[src/rtl/systolic_pkg.sv]
// Shared definitions for the systolic array sequencer: FSM state encoding,
// element widths and a lane-slicing macro for flat WIDTH*8 row buses.
`ifndef SYSTOLIC_PKG_MACROS
`define SYSTOLIC_PKG_MACROS
// Byte lane k of a flat row vector.
`define SYS_LANE(v, k) v[systolic_pkg::INT8_W*(k) +: systolic_pkg::INT8_W]
`endif

package systolic_pkg;
  localparam int INT8_W = 8;
  localparam int PSUM_W = 32;

  typedef enum logic [2:0] {
    ST_IDLE   = 3'd0,
    ST_LOAD_W = 3'd1,
    ST_SWITCH = 3'd2,
    ST_STREAM = 3'd3,
    ST_DRAIN  = 3'd4,
    ST_DONE   = 3'd5
  } state_e;
endpackage

[src/rtl/skew_buf.sv]
// Triangular delay line: lane i is delayed i cycles, data and valid together.
// Lane 0 is a pass-through. Asynchronous clear on rst.
module skew_buf
  import systolic_pkg::*;
#(
  parameter int WIDTH = 16
) (
  input  logic                          clk,
  input  logic                          rst,
  input  logic [WIDTH-1:0][INT8_W-1:0]  din,
  input  logic                          vin,
  output logic [WIDTH-1:0][INT8_W-1:0]  dout,
  output logic [WIDTH-1:0]              vout
);
  for (genvar i = 0; i < WIDTH; i++) begin : g_lane
    if (i == 0) begin : g_pass
      assign dout[i] = din[i];
      assign vout[i] = vin;
    end else begin : g_dly
      logic [i-1:0][INT8_W-1:0] d_sr;
      logic [i-1:0]             v_sr;

      // Shift lane i's byte and valid through i register stages.
      always_ff @(posedge clk or posedge rst) begin
        if (rst) begin
          d_sr <= '0;
          v_sr <= '0;
        end else begin
          d_sr[0] <= din[i];
          v_sr[0] <= vin;
          for (int k = 1; k < i; k++) begin
            d_sr[k] <= d_sr[k-1];
            v_sr[k] <= v_sr[k-1];
          end
        end
      end

      assign dout[i] = d_sr[i-1];
      assign vout[i] = v_sr[i-1];
    end
  end
endmodule

[src/rtl/systolic_ctrl.sv]
// Systolic array sequencer: takes one matmul command, loads weights bottom
// row first, pulses switch, then streams row-skewed input vectors.
// Optional SYSTOLIC_CTRL_PERF_EN adds perf_cycles (busy cycles of last command).
module systolic_ctrl
  import systolic_pkg::*;
#(
  parameter int WIDTH  = 16,
  parameter int ADDR_W = 16,
  parameter int UB_LAT = 1
) (
  input  logic                  clk,
  input  logic                  rst,
  input  logic                  cmd_valid,
  output logic                  cmd_ready,
  input  logic [ADDR_W-1:0]     cmd_w_addr,
  input  logic [ADDR_W-1:0]     cmd_a_addr,
  input  logic [15:0]           cmd_m,
  input  logic [15:0]           cmd_n,
  output logic                  ub_rd_en,
  output logic [ADDR_W-1:0]     ub_rd_addr,
  input  logic [WIDTH*8-1:0]    ub_rd_data,
  output logic [WIDTH*8-1:0]    sys_weight,
  output logic [WIDTH-1:0]      sys_accept_w,
  output logic [WIDTH*8-1:0]    sys_data,
  output logic [WIDTH-1:0]      sys_start,
  output logic                  sys_switch,
  output logic [15:0]           col_size,
  output logic                  col_size_valid,
  output logic                  busy,
  output logic                  done,
  output logic                  cmd_err
`ifdef SYSTOLIC_CTRL_PERF_EN
  ,
  output logic [31:0]           perf_cycles
`endif
);
  localparam int LOAD_CYC  = WIDTH + UB_LAT;
  localparam int DRAIN_CYC = UB_LAT + 3*WIDTH;

  state_e              state;
  logic [15:0]         cnt;
  logic [15:0]         m_r;
  logic [ADDR_W-1:0]   a_addr_r;
  logic [WIDTH-1:0]    col_mask;
  logic [WIDTH-1:0]    mask_next;
  logic                rd_is_w;
  logic                cmd_bad;
  logic [UB_LAT-1:0]   w_pipe;
  logic [UB_LAT-1:0]   a_pipe;
  logic                w_ret;
  logic                a_ret;

  logic [WIDTH-1:0][INT8_W-1:0] skew_din;
  logic [WIDTH-1:0][INT8_W-1:0] skew_dout;

  assign cmd_bad = (cmd_m == 16'd0) || (cmd_n == 16'd0) || (int'(cmd_n) > WIDTH);

  // Active-column mask derived from the offered column count.
  always_comb begin
    mask_next = '0;
    for (int j = 0; j < WIDTH; j++)
      mask_next[j] = (j < int'(cmd_n));
  end

  // Command sequencer: phase counting, UB address generation, registered controls.
  always_ff @(posedge clk or posedge rst) begin
    if (rst) begin
      state          <= ST_IDLE;
      cnt            <= '0;
      m_r            <= '0;
      a_addr_r       <= '0;
      col_mask       <= '0;
      rd_is_w        <= 1'b0;
      ub_rd_en       <= 1'b0;
      ub_rd_addr     <= '0;
      sys_switch     <= 1'b0;
      col_size       <= '0;
      col_size_valid <= 1'b0;
      busy           <= 1'b0;
      done           <= 1'b0;
      cmd_err        <= 1'b0;
      cmd_ready      <= 1'b1;
    end else begin
      case (state)
        ST_IDLE: begin
          if (cmd_valid) begin
            cmd_ready <= 1'b0;
            busy      <= 1'b1;
            if (cmd_bad) begin
              state   <= ST_DONE;
              done    <= 1'b1;
              cmd_err <= 1'b1;
            end else begin
              state          <= ST_LOAD_W;
              cnt            <= '0;
              m_r            <= cmd_m;
              a_addr_r       <= cmd_a_addr;
              col_mask       <= mask_next;
              col_size       <= cmd_n;
              col_size_valid <= 1'b1;
              rd_is_w        <= 1'b1;
              ub_rd_en       <= 1'b1;
              ub_rd_addr     <= cmd_w_addr + ADDR_W'(WIDTH - 1);
            end
          end
        end
        ST_LOAD_W: begin
          // Reads go out during the first WIDTH cycles; the rest waits for returns.
          col_size_valid <= 1'b0;
          ub_rd_en       <= (cnt < 16'(WIDTH - 1));
          ub_rd_addr     <= ub_rd_addr - ADDR_W'(1);
          cnt            <= cnt + 16'd1;
          if (cnt == 16'(LOAD_CYC - 1)) begin
            state      <= ST_SWITCH;
            sys_switch <= 1'b1;
          end
        end
        ST_SWITCH: begin
          state      <= ST_STREAM;
          sys_switch <= 1'b0;
          rd_is_w    <= 1'b0;
          ub_rd_en   <= 1'b1;
          ub_rd_addr <= a_addr_r;
          cnt        <= '0;
        end
        ST_STREAM: begin
          if (cnt == m_r - 16'd1) begin
            state    <= ST_DRAIN;
            ub_rd_en <= 1'b0;
            cnt      <= '0;
          end else begin
            ub_rd_addr <= ub_rd_addr + ADDR_W'(1);
            cnt        <= cnt + 16'd1;
          end
        end
        ST_DRAIN: begin
          cnt <= cnt + 16'd1;
          if (cnt == 16'(DRAIN_CYC - 1)) begin
            state   <= ST_DONE;
            done    <= 1'b1;
            cmd_err <= 1'b0;
          end
        end
        ST_DONE: begin
          state     <= ST_IDLE;
          done      <= 1'b0;
          cmd_err   <= 1'b0;
          busy      <= 1'b0;
          cmd_ready <= 1'b1;
        end
        default: state <= ST_IDLE;
      endcase
    end
  end

  // Track which UB returns are weight rows and which are input rows.
  always_ff @(posedge clk or posedge rst) begin
    if (rst) begin
      w_pipe <= '0;
      a_pipe <= '0;
    end else begin
      w_pipe <= UB_LAT'({w_pipe, ub_rd_en &  rd_is_w});
      a_pipe <= UB_LAT'({a_pipe, ub_rd_en & ~rd_is_w});
    end
  end

  assign w_ret = w_pipe[UB_LAT-1];
  assign a_ret = a_pipe[UB_LAT-1];

  // Returned weight rows go straight to the array, inactive columns zeroed.
  always_comb begin
    sys_weight = '0;
    for (int j = 0; j < WIDTH; j++)
      if (w_ret && col_mask[j])
        `SYS_LANE(sys_weight, j) = `SYS_LANE(ub_rd_data, j);
  end

  assign sys_accept_w = w_ret ? col_mask : '0;

  // Input rows are zeroed when not valid so idle lanes stay 0 through the skew.
  assign skew_din = a_ret ? ub_rd_data : '0;

  skew_buf #(.WIDTH(WIDTH)) u_skew (
    .clk  (clk),
    .rst  (rst),
    .din  (skew_din),
    .vin  (a_ret),
    .dout (skew_dout),
    .vout (sys_start)
  );

  assign sys_data = skew_dout;

`ifdef SYSTOLIC_CTRL_PERF_EN
  // Busy-cycle counter for the most recent command, saturating.
  always_ff @(posedge clk or posedge rst) begin
    if (rst)
      perf_cycles <= '0;
    else if (state == ST_IDLE && cmd_valid)
      perf_cycles <= '0;
    else if (busy && perf_cycles != 32'hFFFF_FFFF)
      perf_cycles <= perf_cycles + 32'd1;
  end
`endif
endmodule
[config.mk]
export PLATFORM = sky130hd
export DESIGN_NAME = systolic_ctrl
export DESIGN_NICKNAME = d
export VERILOG_FILES = /design/src/rtl/systolic_pkg.sv /design/src/rtl/skew_buf.sv /design/src/rtl/systolic_ctrl.sv
export SDC_FILE = /design/constraint.sdc
export NUM_CORES = 1
export LEC_CHECK = 0
export CAP_MARGIN = 20
export CORE_UTILIZATION = 40
export CTS_BUF_LIST = sky130_fd_sc_hd__clkbuf_8
export CTS_CLUSTER_SIZE = 25
export DETAILED_ROUTE_END_ITERATION = 8
export GPL_TIMING_DRIVEN = 0
export PLACE_DENSITY_LB_ADDON = 0.12
export SYNTH_ARGS = -nofsm -noshare
export SYNTH_HDL_FRONTEND = slang
export SYNTH_SLANG_ARGS = --single-unit
[constraint.sdc]
create_clock -name clk -period 46.1 [get_ports clk]
set_input_delay 9.22 -clock clk [delete_from_list [all_inputs] [get_ports clk]]
set_output_delay 9.22 -clock clk [all_outputs]
set_load 0.01 [all_outputs]
==> impl_metrics.yaml <==
status:
  outcome: "completed"
critical_path:
  crit_path_end: "sys_weight[29]"
  crit_path_kind: "input port to output pin"
  launching_point_of_the_worst_reg2reg_path: "state[0]"
  element_type_at_the_critical_path_start: "input port"
  timing.rr.end: "ub_rd_addr[14]"
  critPathRequiredTime_ns: 36.88
  crit_path_end_kind: "output pin"
  critical_path.startpoint: "ub_rd_data[29]"
  critical_path_peak_fanout: 2
  cp_data_arrival_time_ns: 10.63
  ff2ff_setup_slack_ns: 41.46
  worstRegToRegCells: 13
drt:
  via_count: 18300
  detailedRoute.firstIterationViolations: 1150
  routed_wire_length_um: 72800
  detail_route.drc_violations: 0
  detail_route.wl_per_cell_um: 18.0
  drt_first_pass_iters: 5
  detail-route-antenna-nets: 0
  vias_per_cell: 4.52
global_route:
  grt-ovfl-total: 0
  grt_max_degree: 143
  first_global_vias: 19500
  global_route.usage.total: 0.176
  global_route_wire_length_before_repair_um: 113000
  grt_antenna_before_repair: 6
yosys:
  combinational_family_with_the_most_area_after_synthesis: "simple AND/OR/NAND/NOR gates"
  postSynthNetCount: 2360
  async_reset_ff_frac: 1.00
  ys_seq_area_frac: 0.808
  post_synth_instance_area_um2: 33600
  synth.ff_latch_count: 1084
  avgSynthCellArea_um2: 15.6
  post_synth_and_or_nand_nor_area_fraction: 0.0975
  yosys.area_share.adder: 0.00730
  synth_compound_gate_area_share: 0.0266
  synthCells: 2146
  yosys.area_share.xor_xnor: 0.0151
  synth.yosys.warnings: 0
  synth_enable_flop_cells: 0
  yosysUniqueCellTypes: 62
  post_synth_mux_area_share: 0.00756
  synthFlopType: "sky130_fd_sc_hd__dfrtp_1"
run:
  maxCapViolations: 0
placement:
  globalplace.congestion: 0.879
  hpwlAfterDp_um: 51200
  place_inst: 3745
  buffer_ports.inserted: 520
  placedInstanceArea_um2: 40400
die:
  die_y_um: 292
  placementRows: 105
  core_area_um2: 82600
  floorplan.die_area_um2: 85100
  die_width_um: 292
  start_util: 0.406
  pin_count: 522
min_path:
  hold_path_class: "flip-flop to flip-flop"
pwr:
  pwr_density_cell_nw_per_um2: 41.0
  max-vdd-ir-drop_mv: 0.0213
  total_leakage_power_nw: 22.6
timing:
  setup_viol_count_final: 0
  timing.fmax_ghz: 0.0504
  worst-slew-pin-transition_ns: 1.04
  timing.hold.ws_ns: 0.316
  slew-limit-headroom: 0.309
  min_period_over_period: 0.431
  final-max-slew-violation-count: 0
  timing.final.crit_period_ns: 19.85
  setup_repair_after_global_routing_missed_its_margin: "no"
  finalSetupTns_ns: 0
  fin_worst_skew_ns: 0.0529
  final_hold_viol_count: 0
layout:
  final_area_um2: 43900
  multiInputGateArea_um2: 5170
  seq_area_um2: 27100
  layout.cells.non_filler: 4051
  fill_cells: 6833
  nNetsFinal: 3062
  post_route_cells_drive_above_1_share: 0.139
  area.growth.synth_to_final_pct: 30.9
clock_tree:
  clockBufferDepth: 3
  numCtsBuffers: 170
  postCtsSetupBuffers: 0
  postCtsResizedCells: 0
  ctsHtreeMaxLevel: 4
  register_clock_pin_slew_on_the_reported_worst_setup_and_hold_paths_ns: 0.06
  clock-root-buffer: "sky130_fd_sc_hd__clkbuf_8"
  cts-hold-fix-buffers: 0
  clock-sinks: 1084
  clock_latency_ns: 0.80
  tritoncts_clock_tree: "yes"
==> where the power goes <==
part | switching (mW) | internal [mW] | total (mW) | leakage, nW
Sequential | 0 | 0.952 | 0.952 | 15.1
Combinational | 0.0265 | 0.0182 | 0.0447 | 5.49
Clock | 0.362 | 0.444 | 0.806 | 1.97
Total | 0.388 | 1.41 | 1.80 | 22.6
==> metrics by stage <==
step | total power, mW | worst slack (ns) | util
after global placement | 1.01 | -3.50 | 0.486
final | 1.80 | 26.25 | 0.532
after detailed placement | 1.02 | 26.28 | 0.488
after floorplan | 0.988 | 6.36 | -
after CTS | 1.84 | 26.27 | 0.531
after global routing | 1.89 | 26.23 | 0.532
==> sequential cells by signal, summed over array words and instances (netlist names), 3 cells and up <==
| signal | count |
|---|---|
| a_addr_r | 16 |
| cnt | 16 |
| col_mask | 16 |
| col_size | 16 |
| m_r | 16 |
| state | 3 |
| u_skew.dout | 112 |
| u_skew.g_lane.g_dly.d_sr | 848 |
| u_skew.g_lane.g_dly.v_sr | 15 |
| ub_rd_addr | 16 |
==> critical path, cell delays in order <==
cell and delay (ns):
sky130_fd_sc_hd__clkdlybuf4s50_1 0.67, sky130_fd_sc_hd__and3_1 0.21, sky130_fd_sc_hd__clkdlybuf4s50_1 0.53
==> how the worst min path moves through the flow <==
stage	end	from	slack (ns)	depth (start not counted)
2_1_floorplan	u_skew.dout[100]	u_skew.g_lane[12].g_dly.d_sr[84]	0.33	0
3_3_place_gp	u_skew.g_lane[9].g_dly.d_sr[35]	u_skew.g_lane[9].g_dly.d_sr[27]	0.33	0
3_5_place_dp	u_skew.dout[105]	u_skew.g_lane[13].g_dly.d_sr[89]	0.33	0
4_1_cts	u_skew.g_lane[13].g_dly.d_sr[23]	u_skew.g_lane[13].g_dly.d_sr[15]	0.32	0
5_1_grt	u_skew.g_lane[10].g_dly.d_sr[25]	u_skew.g_lane[10].g_dly.d_sr[17]	0.32	0
6_report	u_skew.g_lane[13].g_dly.d_sr[60]	u_skew.g_lane[13].g_dly.d_sr[52]	0.32	0
==> layout by cell type (no fill, tap or decap), types with 6 or more instances in the layout <==
master / netlist / routed
sky130_fd_sc_hd__o21ai_0: 37 / 37
sky130_fd_sc_hd__inv_1: 24 / 66
sky130_fd_sc_hd__and2_1: 156 / 156
sky130_fd_sc_hd__o211ai_1: 6 / 6
sky130_fd_sc_hd__buf_4: 122 / 122
sky130_fd_sc_hd__xnor2_1: 29 / 29
sky130_fd_sc_hd__clkinvlp_4: 0 / 8
sky130_fd_sc_hd__clkdlybuf4s50_1: 0 / 520
sky130_fd_sc_hd__nor2_1: 56 / 56
sky130_fd_sc_hd__nand3_1: 33 / 33
sky130_fd_sc_hd__mux2_4: 9 / 9
sky130_fd_sc_hd__a21oi_1: 30 / 30
sky130_fd_sc_hd__o21a_1: 6 / 6
sky130_fd_sc_hd__buf_16: 0 / 8
sky130_fd_sc_hd__mux2_2: 7 / 7
sky130_fd_sc_hd__nor4_1: 17 / 17
sky130_fd_sc_hd__clkbuf_1: 63 / 63
sky130_fd_sc_hd__nand4_1: 6 / 6
sky130_fd_sc_hd__dfrtp_1: 1083 / 1083
sky130_fd_sc_hd__and3_1: 134 / 134
sky130_fd_sc_hd__ha_1: 18 / 18
sky130_fd_sc_hd__diode_2: 0 / 7
sky130_fd_sc_hd__clkbuf_8: 0 / 213
sky130_fd_sc_hd__clkinv_2: 0 / 19
sky130_fd_sc_hd__xor2_1: 29 / 29
sky130_fd_sc_hd__o221ai_1: 8 / 8
sky130_fd_sc_hd__nand2_1: 156 / 156
sky130_fd_sc_hd__nand2b_1: 7 / 7
sky130_fd_sc_hd__or4_1: 6 / 6
sky130_fd_sc_hd__nor2b_1: 7 / 7
sky130_fd_sc_hd__nor3_1: 21 / 21
==> cells by family after synthesis <==
family,after synthesis
xor gates and xnor gates,58
DFF,1084
adders and majority gates,19
buffers and inverters,215
and+or+nand+nor,613
muxes,20
AOI/OAI and AO/OA,137
==> Yosys cell counts (all sizes together), types with 6 or more instances <==
master,instances,share of area
a21oi,31,0.0050
and2,156,0.029
and3,134,0.025
buf,127,0.028
clkbuf,63,0.0070
dfrtp,1083,0.81
ha,18,0.0067
inv,24,0.0027
mux2,16,0.0064
nand2,156,0.017
nand2b,7,0.0013
nand3,33,0.0049
nand4,6,0.0011
nor2,56,0.0063
nor2b,7,0.0013
nor3,21,0.0031
nor4,18,0.0038
o211ai,6,0.0013
o21a,6,0.0013
o21ai,38,0.0057
o221ai,8,0.0021
or4,7,0.0017
xnor2,29,0.0076
xor2,29,0.0076
==> per-layer routing <==
layer  vias to the layer above  track usage  routed length (um)
li1                       8349            -                   -
met1                      9250        0.221               30100
met3                       136       0.0499                4470
met2                       569        0.289               36500
met4                         0       0.0660                1820
met5                         -            0                   0
==> final cells by class <==
type                            count  area share
Buffer                            190      0.0269
Clock buffer                      213      0.0667
Sequential cell                  1084       0.617
Inverter                           25     0.00231
Tap cell                         1070      0.0305
Antenna cell                        7    0.000399
Timing Repair Buffer              530       0.124
Clock inverter                     85      0.0139
Multi-Input combinational cell    847       0.118
Note: power is estimated with default switching activity, not from simulation.
